===== config.mk =====
export PLATFORM = sky130hd
export DESIGN_NAME = gate_logic_unit
export DESIGN_NICKNAME = d
export VERILOG_FILES = /design/src/rtl/gate_lu_pkg.sv /design/src/rtl/gate_network.sv /design/src/rtl/gate_logic_unit.sv
export SDC_FILE = /design/constraint.sdc
export NUM_CORES = 1
export LEC_CHECK = 0
export ABC_AREA = 1
export CAP_MARGIN = 20
export CELL_PAD_IN_SITES_DETAIL_PLACEMENT = 1
export CELL_PAD_IN_SITES_GLOBAL_PLACEMENT = 1
export CORE_MARGIN = 5
export CORE_UTILIZATION = 37
export DETAILED_ROUTE_END_ITERATION = 6
export PLACE_DENSITY = 0.85
export SLEW_MARGIN = 20
export SYNTH_ARGS = -nofsm -noshare
export SYNTH_HDL_FRONTEND = slang
export SYNTH_HIERARCHICAL = 1
export SYNTH_SLANG_ARGS = --single-unit

===== constraint.sdc =====
create_clock -name clk -period 3 [get_ports clk]
set_clock_uncertainty 0.15 [all_clocks]
set_input_delay 0.75 -clock clk [delete_from_list [all_inputs] [get_ports clk]]
set_output_delay 0.75 -clock clk [all_outputs]
set_load 0.01 [all_outputs]

===== src/rtl/gate_lu_pkg.sv =====
// Shared definitions for the gate logic unit: opcodes, FSM states, width bounds
// and the two primitive cells the gate networks are allowed to use.
package gate_lu_pkg;

    localparam int WIDTH_MIN = 1;
    localparam int WIDTH_MAX = 8;

    localparam logic [2:0] OP_NOT  = 3'd0;
    localparam logic [2:0] OP_AND  = 3'd1;
    localparam logic [2:0] OP_OR   = 3'd2;
    localparam logic [2:0] OP_NAND = 3'd3;
    localparam logic [2:0] OP_NOR  = 3'd4;
    localparam logic [2:0] OP_XOR  = 3'd5;
    localparam logic [2:0] OP_XNOR = 3'd6;
    localparam logic [2:0] OP_PASS = 3'd7;

    localparam bit BASE_NAND = 1'b0;
    localparam bit BASE_NOR  = 1'b1;

    typedef enum logic [1:0] {StIdle, StSweep, StDone} state_e;

    function automatic logic nand2(input logic p, input logic q);
        return ~(p & q);
    endfunction

    function automatic logic nor2(input logic p, input logic q);
        return ~(p | q);
    endfunction

endpackage


===== src/rtl/gate_network.sv =====
// Combinational bitwise logic unit built from a single universal cell type:
// BASE_NAND uses only 2-input NAND cells, BASE_NOR only 2-input NOR cells.
module gate_network
    import gate_lu_pkg::*;
#(
    parameter int WIDTH = 4,
    parameter bit BASE  = BASE_NAND
) (
    input  logic [2:0]       op,
    input  logic [WIDTH-1:0] a,
    input  logic [WIDTH-1:0] b,
    output logic [WIDTH-1:0] y
);

    // 2:1 mux realised in the network's own cell type.
    function automatic logic mux2(input logic s, input logic d0, input logic d1);
        logic m0, m1;
        if (BASE == BASE_NAND) begin
            return nand2(nand2(d0, nand2(s, s)), nand2(d1, s));
        end else begin
            m0 = nor2(nor2(d0, d0), s);
            m1 = nor2(nor2(d1, d1), nor2(s, s));
            return nor2(nor2(m0, m1), nor2(m0, m1));
        end
    endfunction

    for (genvar i = 0; i < WIDTH; i++) begin : g_bit
        logic       na, nb, nab, x1, x2, t;
        logic [7:0] f;
        logic [3:0] l1;
        logic [1:0] l2;

        if (BASE == BASE_NAND) begin : g_nand
            assign na  = nand2(a[i], a[i]);
            assign nb  = nand2(b[i], b[i]);
            assign nab = nand2(a[i], b[i]);
            assign x1  = nand2(a[i], nab);
            assign x2  = nand2(b[i], nab);
            assign t   = nand2(na, nb);           // a | b
            assign f[OP_NOT]  = na;
            assign f[OP_AND]  = nand2(nab, nab);
            assign f[OP_OR]   = t;
            assign f[OP_NAND] = nab;
            assign f[OP_NOR]  = nand2(t, t);
            assign f[OP_XOR]  = nand2(x1, x2);
            assign f[OP_XNOR] = nand2(f[OP_XOR], f[OP_XOR]);
            assign f[OP_PASS] = nand2(na, na);
        end else begin : g_nor
            assign na  = nor2(a[i], a[i]);
            assign nb  = nor2(b[i], b[i]);
            assign nab = nor2(a[i], b[i]);
            assign x1  = nor2(a[i], nab);
            assign x2  = nor2(b[i], nab);
            assign t   = nor2(na, nb);            // a & b
            assign f[OP_NOT]  = na;
            assign f[OP_AND]  = t;
            assign f[OP_OR]   = nor2(nab, nab);
            assign f[OP_NAND] = nor2(t, t);
            assign f[OP_NOR]  = nab;
            assign f[OP_XNOR] = nor2(x1, x2);
            assign f[OP_XOR]  = nor2(f[OP_XNOR], f[OP_XNOR]);
            assign f[OP_PASS] = nor2(na, na);
        end

        for (genvar k = 0; k < 4; k++) begin : g_l1
            assign l1[k] = mux2(op[0], f[2*k], f[2*k+1]);
        end
        for (genvar k = 0; k < 2; k++) begin : g_l2
            assign l2[k] = mux2(op[1], l1[2*k], l1[2*k+1]);
        end
        assign y[i] = mux2(op[2], l2[0], l2[1]);
    end

endmodule


===== src/rtl/gate_logic_unit.sv =====
// Registered bitwise logic unit with NAND/NOR dual networks and a self-test
// sequencer that sweeps every {op, a, b} and counts network disagreements.
module gate_logic_unit
    import gate_lu_pkg::*;
#(
    parameter int WIDTH = 4
) (
    input  logic                 clk,
    input  logic                 rst,
    input  logic                 in_valid,
    input  logic [2:0]           op,
    input  logic [WIDTH-1:0]     a,
    input  logic [WIDTH-1:0]     b,
    input  logic                 base_sel,
    input  logic                 start,
    input  logic                 fault_inj,
    output logic [WIDTH-1:0]     y,
    output logic                 out_valid,
    output logic                 busy,
    output logic                 done,
    output logic [2*WIDTH+3:0]   err_count,
    output logic                 err_flag,
    output logic [2*WIDTH+2:0]   first_err_vec
);

    localparam int VW = 3 + 2 * WIDTH;
    localparam int CW = VW + 1;
    localparam logic [VW-1:0] V_LAST  = '1;
    localparam logic [CW-1:0] ERR_MAX = '1;

    if (WIDTH < WIDTH_MIN || WIDTH > WIDTH_MAX) begin : g_bad_width
        $error("gate_logic_unit: WIDTH out of range");
    end

    state_e           state_q, state_d;
    logic [VW-1:0]    v_q, v_d;
    logic             cmp_valid_q, cmp_valid_d;
    logic             cmp_mis_q, cmp_mis_d;
    logic             cmp_last_q, cmp_last_d;
    logic [VW-1:0]    cmp_vec_q, cmp_vec_d;
    logic [WIDTH-1:0] y_q, y_d;
    logic             out_valid_q, out_valid_d;
    logic [CW-1:0]    err_q, err_d;
    logic [VW-1:0]    first_q, first_d;

    logic [2:0]       net_op;
    logic [WIDTH-1:0] net_a, net_b, nand_y, nor_raw, nor_y;

    // During a sweep both networks see the vector counter instead of the ports.
    always_comb begin
        if (state_q == StSweep) begin
            {net_op, net_a, net_b} = v_q;
        end else begin
            {net_op, net_a, net_b} = {op, a, b};
        end
        nor_y    = nor_raw;
        nor_y[0] = nor_raw[0] ^ fault_inj;
    end

    gate_network #(.WIDTH(WIDTH), .BASE(BASE_NAND)) u_nand (
        .op (net_op),
        .a  (net_a),
        .b  (net_b),
        .y  (nand_y)
    );

    gate_network #(.WIDTH(WIDTH), .BASE(BASE_NOR)) u_nor (
        .op (net_op),
        .a  (net_a),
        .b  (net_b),
        .y  (nor_raw)
    );

    always_ff @(posedge clk or posedge rst) begin
        if (rst) begin
            state_q <= StIdle;
        end else begin
            state_q <= state_d;
        end
    end

    always_comb begin
        state_d = state_q;
        unique case (state_q)
            StIdle:  if (start) state_d = StSweep;
            StSweep: if (cmp_last_q) state_d = StDone;
            StDone:  state_d = StIdle;
            default: state_d = StIdle;
        endcase
    end

    always_comb begin
        busy = (state_q != StIdle);
        done = (state_q == StDone);
    end

    always_comb begin
        v_d         = v_q;
        cmp_valid_d = 1'b0;
        cmp_mis_d   = cmp_mis_q;
        cmp_last_d  = 1'b0;
        cmp_vec_d   = cmp_vec_q;
        y_d         = y_q;
        out_valid_d = 1'b0;
        err_d       = err_q;
        first_d     = first_q;

        unique case (state_q)
            StIdle: begin
                if (start) begin
                    v_d     = '0;
                    err_d   = '0;
                    first_d = '0;
                end else if (in_valid) begin
                    y_d         = base_sel ? nor_y : nand_y;
                    out_valid_d = 1'b1;
                end
            end
            StSweep: begin
                // Terminal vector holds the counter; its compare drains next cycle.
                if (!cmp_last_q) begin
                    cmp_valid_d = 1'b1;
                    cmp_mis_d   = (nand_y != nor_y);
                    cmp_vec_d   = v_q;
                    cmp_last_d  = (v_q == V_LAST);
                    if (v_q != V_LAST) v_d = v_q + 1'b1;
                end
            end
            default: ;
        endcase

        if (cmp_valid_q && cmp_mis_q) begin
            if (err_q == '0) first_d = cmp_vec_q;
            if (err_q != ERR_MAX) err_d = err_q + 1'b1;
        end
    end

    always_ff @(posedge clk or posedge rst) begin
        if (rst) begin
            v_q         <= '0;
            cmp_valid_q <= 1'b0;
            cmp_mis_q   <= 1'b0;
            cmp_last_q  <= 1'b0;
            cmp_vec_q   <= '0;
            y_q         <= '0;
            out_valid_q <= 1'b0;
            err_q       <= '0;
            first_q     <= '0;
        end else begin
            v_q         <= v_d;
            cmp_valid_q <= cmp_valid_d;
            cmp_mis_q   <= cmp_mis_d;
            cmp_last_q  <= cmp_last_d;
            cmp_vec_q   <= cmp_vec_d;
            y_q         <= y_d;
            out_valid_q <= out_valid_d;
            err_q       <= err_d;
            first_q     <= first_d;
        end
    end

    assign y             = y_q;
    assign out_valid     = out_valid_q;
    assign err_count     = err_q;
    assign err_flag      = (err_q != '0);
    assign first_err_vec = first_q;

endmodule

==> results_dict.tcl, run 1 <==
set metrics [dict create \
    status "finished, final reports clean" \
    fin_util 0.452 \
    antenna-diode-count 0 \
    io_buffer_count 47 \
    grt_usage 0.175 \
    yosysMostFrequentCell "nand2_1" \
    powerDensity_nw_per_um2 351 \
    drt-initial-drc-count 192 \
    switching_share 0.270 \
    asyncSetResetFlopFracSynth 1.00 \
    drv_cap 0 \
    power.internal_mw 1.32 \
    synth-seq-cells 55 \
    stdcell_count 827 \
    synthesis.area_um2 4260 \
    path_common_cell "nand2_1" \
    synth_fp_nets 672 \
    drt_first_pass_iters 4 \
    clockBufferDepth 2 \
    slew_headroom 0.561 \
    cts.sinks 55 \
    start_util 0.375 \
    finalWeightedCongestion 0.892 \
    viasPerCell 4.93 \
    critPathTopFamily "buffers and inverters" \
    ys_seq_area_frac 0.323 \
    die_h_um 117 \
    path_class "in -> reg" \
    dp_cells 820 \
    htreeDepth 2 \
    wl_per_cell_um 14.4 \
    power_frac_clock 0.361 \
    drive_gt1_frac 0.102 \
    synth_area_leaders "dfrtp_1, nand2_1, ha_1, inv_1, nand3_1" \
    finalCriticalPeriod_ps 2750 \
    crit_chain "clkdlybuf4s50_1 -> nand2_1 -> o21ai_0 -> inv_1 -> buf_4 -> ha_1 -> inv_1 -> nand2_1 -> nand3_1 -> nand2_1 -> nand2_1 -> nand2_1 -> xnor2_1 -> nand4_1 -> nor2_1 -> nor2_1" \
    synth_top_cells_by_count "nand2_1, inv_1, dfrtp_1, nand3_1, nor2_1" \
    finalCritPeriodShare 0.917 \
    syn2layout_area_growth_pct 20.7 \
    hold_viol 0 \
    grt_pass1_vias 4395 \
    synth_edf_count 0 \
    postCtsSetupBuffers 0 \
    num_vias 4081 \
    worst_pin_slew_ps 652 \
    fp.coreArea_um2 11400 \
    finalSetupViolCount 0 \
    max-vdd-ir-drop_uv 292 \
    grt_max_degree 30 \
    drc 0 \
    p_switching_mw 0.488 \
    grt_overflow 0 \
    ys.flop_type "dfrtp_1" \
    hold_buffers 0 \
    grt_pass1_wl_mm 20.7 \
    path_buf_inv 4 \
    cp_slowest_cell "clkdlybuf4s50_1" \
    cp_max_fo 3 \
    power_frac_comb 0.176 \
    fillers 1476 \
    rsz0062_at_grt "no" \
    report.final.slew_viol_count 0 \
    start_kind "input port" \
    yosysUniqueCellTypes 34 \
    post_cts_resized 0 \
    clock.fmax_mhz 364 \
    synth_top_area_share 0.323 \
    p_leak_nw 2.70 \
    rows 39 \
    cts_inserted_buffers 5 \
    cts_tree "built" \
    p_seq_frac 0.463 \
    dieArea_um2 13800 \
    yosysWarnings 6 \
    cts_root_buf "clkbuf_16" \
    hpwl_mm 9.40 \
    detail-route-antenna-nets 0 \
    nets 736 \
    hold_class "reg -> reg" \
    hold_ws_ps 332 \
    syn-mean-instance-area_um2 6.87 \
    clkSlewWorstSetupHoldPaths_ps 70 \
    synth_top_area_cell "dfrtp_1" \
    cp.arrival_ps 2780 \
    die_x_um 117 \
    syn_inst 620 \
    insertion_delay_ps 290 \
    endpoint_kind "flip-flop" \
    critPathMaxStageDelay_ps 450 \
    num_io_pins 48 \
    worstPathRequired_ps 3030 \
    antenna_found_initial 0 \
    drt-total-wl_mm 11.9 \
]
final cells by class:
type | count | area, um^2 | area share
Inverter | 97 | 369 | 0.0718
Tap cell | 143 | 179 | 0.0348
Timing Repair Buffer | 76 | 688 | 0.134
Clock inverter | 1 | 30.0 | 0.00584
Multi-Input combinational cell | 449 | 2370 | 0.461
Clock buffer | 6 | 129 | 0.0251
Sequential cell | 55 | 1380 | 0.268
registers in the layout, summed over array words and instances (netlist names):
| name | cells |
|---|---|
| state_q | 2 |
| v_q | 11 |
| cmp_valid_q | 1 |
| cmp_mis_q | 1 |
| out_valid | 1 |
| cmp_last_q | 1 |
| err_count | 12 |
| y | 4 |
| cmp_vec_q | 11 |
| first_err_vec | 11 |
worst min-delay path: cells and delay by family (launching register included):
| kind | cells | cell delay (ps) |
|---|---|---|
| and+or+nand+nor | 2 | 110 |
| DFF | 1 | 350 |
cells by family (layout without fill, tap and decap cells):
logic type,count (synthesis),in the layout,synth area share
simple gates,363,363,0.379
flops,55,55,0.323
fa+ha+maj,35,35,0.103
buf+inv,116,180,0.123
compound gates,43,43,0.0561
xor+xnor,8,8,0.0164
layer usage:
| layer | wire length [um] | vias to the layer above | track usage |
|---|---|---|---|
| met5 | 0 | - | 0 |
| met4 | 140 | 0 | 0.0392 |
| met3 | 314 | 10 | 0.0226 |
| met2 | 6360 | 44 | 0.335 |
| met1 | 5060 | 1973 | 0.204 |
| li1 | - | 2054 | - |
worst paths after layout:
| kind | start | to | slack [ps] | cells past startpoint |
|---|---|---|---|---|
| setup / recovery | a[1] | cmp_mis_q | 250 | 16 |
| hold / removal | cmp_vec_q[4] | cmp_vec_q[4] | 330 | 2 |
| setup reg to reg | state_q[0] | cmp_mis_q | 310 | 17 |
| hold reg to reg | cmp_vec_q[4] | cmp_vec_q[4] | 330 | 2 |
| max in group asynchronous | rst | v_q[1] | 1700 | 3 |
| min in group asynchronous | rst | out_valid | 700 | 3 |
per-stage QoR:
step	worst slack (ps)	TNS (ps)	instance area [um^2]	power [mW]
after CTS	175	0	5140	1.82
after detailed placement	-62.7	-106	4980	1.17
after global routing	14.8	0	5140	1.88
after global placement	11.0	0	4980	1.16
after floorplan	12.1	0	4260	1.00
final	250	0	5140	1.81
cells in the final DEF (no fill, tap or decap):
cell and instances:
a21oi_1 4, a31oi_1 3, buf_4 29, bufinv_16 1, clkbuf_1 1, clkbuf_16 5, clkdlybuf4s50_1 47, clkinv_1 1
dfrtp_1 55, ha_1 35, inv_1 89, inv_2 5, inv_4 2, nand2_1 223, nand2_2 11, nand2_4 3
nand3_1 53, nand3_2 2, nand4_1 22, nand4_4 1, nor2_1 40, nor2_4 2, nor2_8 1, nor3_1 1
nor3b_4 1, nor4_1 1, o211ai_1 1, o21ai_0 16, o21ai_1 13, o21ai_2 5, o21bai_1 1, or2_2 2
xnor2_1 6, xor2_1 2
power by group through the flow:
stage | clock [mW] | combinational (mW) | sequential (mW)
floorplan | 0 | 0.149 | 0.856
global placement | 0 | 0.311 | 0.847
detailed placement | 0 | 0.321 | 0.851
CTS | 0.665 | 0.323 | 0.837
global route | 0.684 | 0.357 | 0.844
finish | 0.652 | 0.318 | 0.837
No activity file was read; power rests on OpenSTA's default activity.
==> run 2: changes to the inputs <==
--- a/config.mk
+++ b/config.mk
@@ -13,6 +13,7 @@
 export CORE_UTILIZATION = 37
 export DETAILED_ROUTE_END_ITERATION = 6
 export PLACE_DENSITY = 0.85
+export SKIP_LAST_GASP = 1
 export SLEW_MARGIN = 20
 export SYNTH_ARGS = -nofsm -noshare
 export SYNTH_HDL_FRONTEND = slang
==> results of run 2 <==
No change in the layout: final DEF, timing and power equal those of run 1.
==> run 3: changes to the inputs <==
--- a/config.mk
+++ b/config.mk
@@ -10,9 +10,10 @@
 export CELL_PAD_IN_SITES_DETAIL_PLACEMENT = 1
 export CELL_PAD_IN_SITES_GLOBAL_PLACEMENT = 1
 export CORE_MARGIN = 5
-export CORE_UTILIZATION = 37
+export CORE_UTILIZATION = 38
+export CTS_BUF_LIST = sky130_fd_sc_hd__clkbuf_4
 export DETAILED_ROUTE_END_ITERATION = 6
-export PLACE_DENSITY = 0.85
+export PLACE_DENSITY = 0.87
 export SKIP_LAST_GASP = 1
 export SLEW_MARGIN = 20
 export SYNTH_ARGS = -nofsm -noshare
==> results_dict.tcl, run 3 (same netlist as run 1, synthesis figures left out) <==
set metrics [dict create \
    status "finished, final reports clean" \
    drive_gt1_frac 0.0892 \
    power_mw 1.51 \
    path_buf_inv 2 \
    cp_slowest_cell "clkdlybuf4s50_1" \
    hpwl_mm 9.23 \
    start_util 0.390 \
    drt_first_pass_iters 4 \
    dieArea_um2 13400 \
    critPathTopFamily "buffers and inverters" \
    postCtsSetupBuffers 0 \
    cts.sinks 55 \
    hold_buffers 0 \
    powerDensity_nw_per_um2 303 \
    antenna-diode-count 0 \
    dp_slack_ps -20.0 \
    fp.coreArea_um2 10900 \
    viasPerCell 4.96 \
    nets 724 \
    grt_pass1_vias 4246 \
    largest_reg_flops 12 \
    path_class "reg -> out" \
    io_buffer_count 47 \
    die_x_um 116 \
    placed_area_um2 4910 \
    final_cell_area_um2 4970 \
    grt_pass1_wl_mm 20.3 \
    rows 38 \
    stdcell_count 813 \
    hold_class "reg -> reg" \
    slew_headroom 0.591 \
    worst_pin_slew_ps 608 \
    fillers 1468 \
    drv_cap 0 \
    cts_inserted_buffers 5 \
    cp_max_fo 5 \
    grt_overflow 0 \
    wl_per_cell_um 14.3 \
    fin_ws_ps 152 \
    insertion_delay_ps 400 \
    cts_tree "built" \
    cts_root_buf "clkbuf_4" \
    drc 0 \
    dp_cells 805 \
    report.final.slew_viol_count 0 \
    max-vdd-ir-drop_uv 231 \
    antenna_found_initial 0 \
    finalCritPeriodShare 0.949 \
    final_cell_mix "nand2_1, inv_1, dfrtp_1" \
    drt-initial-drc-count 204 \
    post_cts_resized 0 \
    detail-route-antenna-nets 0 \
    finalSetupViolCount 0 \
    grt_usage 0.186 \
    grt_max_degree 35 \
    cp.arrival_ps 1950 \
    die_h_um 116 \
    htreeDepth 2 \
    critPathMaxStageDelay_ps 490 \
    syn2layout_area_growth_pct 16.7 \
    start_kind "flip-flop" \
    drt-total-wl_mm 11.7 \
    endpoint_kind "output port" \
    worstPathRequired_ps 2100 \
    p_leak_nw 2.60 \
    rsz0062_at_grt "no" \
    finalCriticalPeriod_ps 2850 \
    finalWeightedCongestion 0.867 \
    clockBufferDepth 2 \
    num_io_pins 48 \
    final_common_cell "nand2_1" \
    crit_chain "inv_1 -> nand4_1 -> nor2_1 -> nand2_1 -> clkdlybuf4s50_1" \
    hold_viol 0 \
    num_vias 4032 \
    clkSlewWorstSetupHoldPaths_ps 150 \
    clock.fmax_mhz 351 \
]
run 3: changes by cell type in the layout (fill, tap and decap cells not counted), sizes merged:
cell,delta
bufinv,-1
clkinv,+1
clkbuf,+1
buf,-12
run 3: layout make-up:
cell class                      count  area (um^2)  area share
Tap cell                          140          175      0.0352
Clock buffer                        7         52.6      0.0106
Sequential cell                    55         1380       0.277
Inverter                           97          369      0.0743
Clock inverter                      1         5.00     0.00101
Multi-Input combinational cell    449         2370       0.477
Timing Repair Buffer               64          623       0.125
run 3: final timing paths:
| path | slack, ps | cells past startpoint | endpoint | start |
|---|---|---|---|---|
| worst max-delay path | 150 | 5 | err_flag | err_count[3] |
| worst min-delay path | 350 | 2 | cmp_vec_q[4] | cmp_vec_q[4] |
| worst max register to register | 370 | 15 | cmp_mis_q | state_q[0] |
| worst min register to register | 350 | 2 | cmp_vec_q[4] | cmp_vec_q[4] |
| max in group asynchronous | 1610 | 3 | cmp_vec_q[6] | rst |
| min in group asynchronous | 530 | 2 | err_count[3] | rst |
run 3: power breakdown:
| part | switching [mW] | leakage [nW] | internal [mW] |
|---|---|---|---|
| registers | 0.0569 | 0.637 | 0.781 |
| logic | 0.179 | 1.93 | 0.148 |
| clock network | 0.233 | 0.0361 | 0.110 |
| total | 0.469 | 2.60 | 1.04 |
run 3: per-layer routing:
metal	track usage	part of all wire	routed length (um)
met5	0	0	0
met4	0.0441	0.014	161
met3	0.0251	0.036	424
met2	0.330	0.50	5790
met1	0.240	0.45	5280
run 3: metrics by stage:
stage	TNS, ps	hold slack [ps]	util
floorplan	0	292	-
global placement	0	319	0.449
detailed placement	-29.5	320	0.449
CTS	0	354	0.454
global route	0	373	0.455
finish	0	354	0.455
run 3: worst register-to-register path, stage by stage (launching register included):
cell and delay (ps):
dfrtp_1 480, nand2_4 160, buf_4 210, o21ai_1 260
inv_1 130, ha_1 310, inv_1 70, nand2_1 60
nand3_1 80, nand2_1 60, nand2_1 60, nand2_1 80
xnor2_1 170, nand4_1 100, nor2_1 100, nor2_1 50
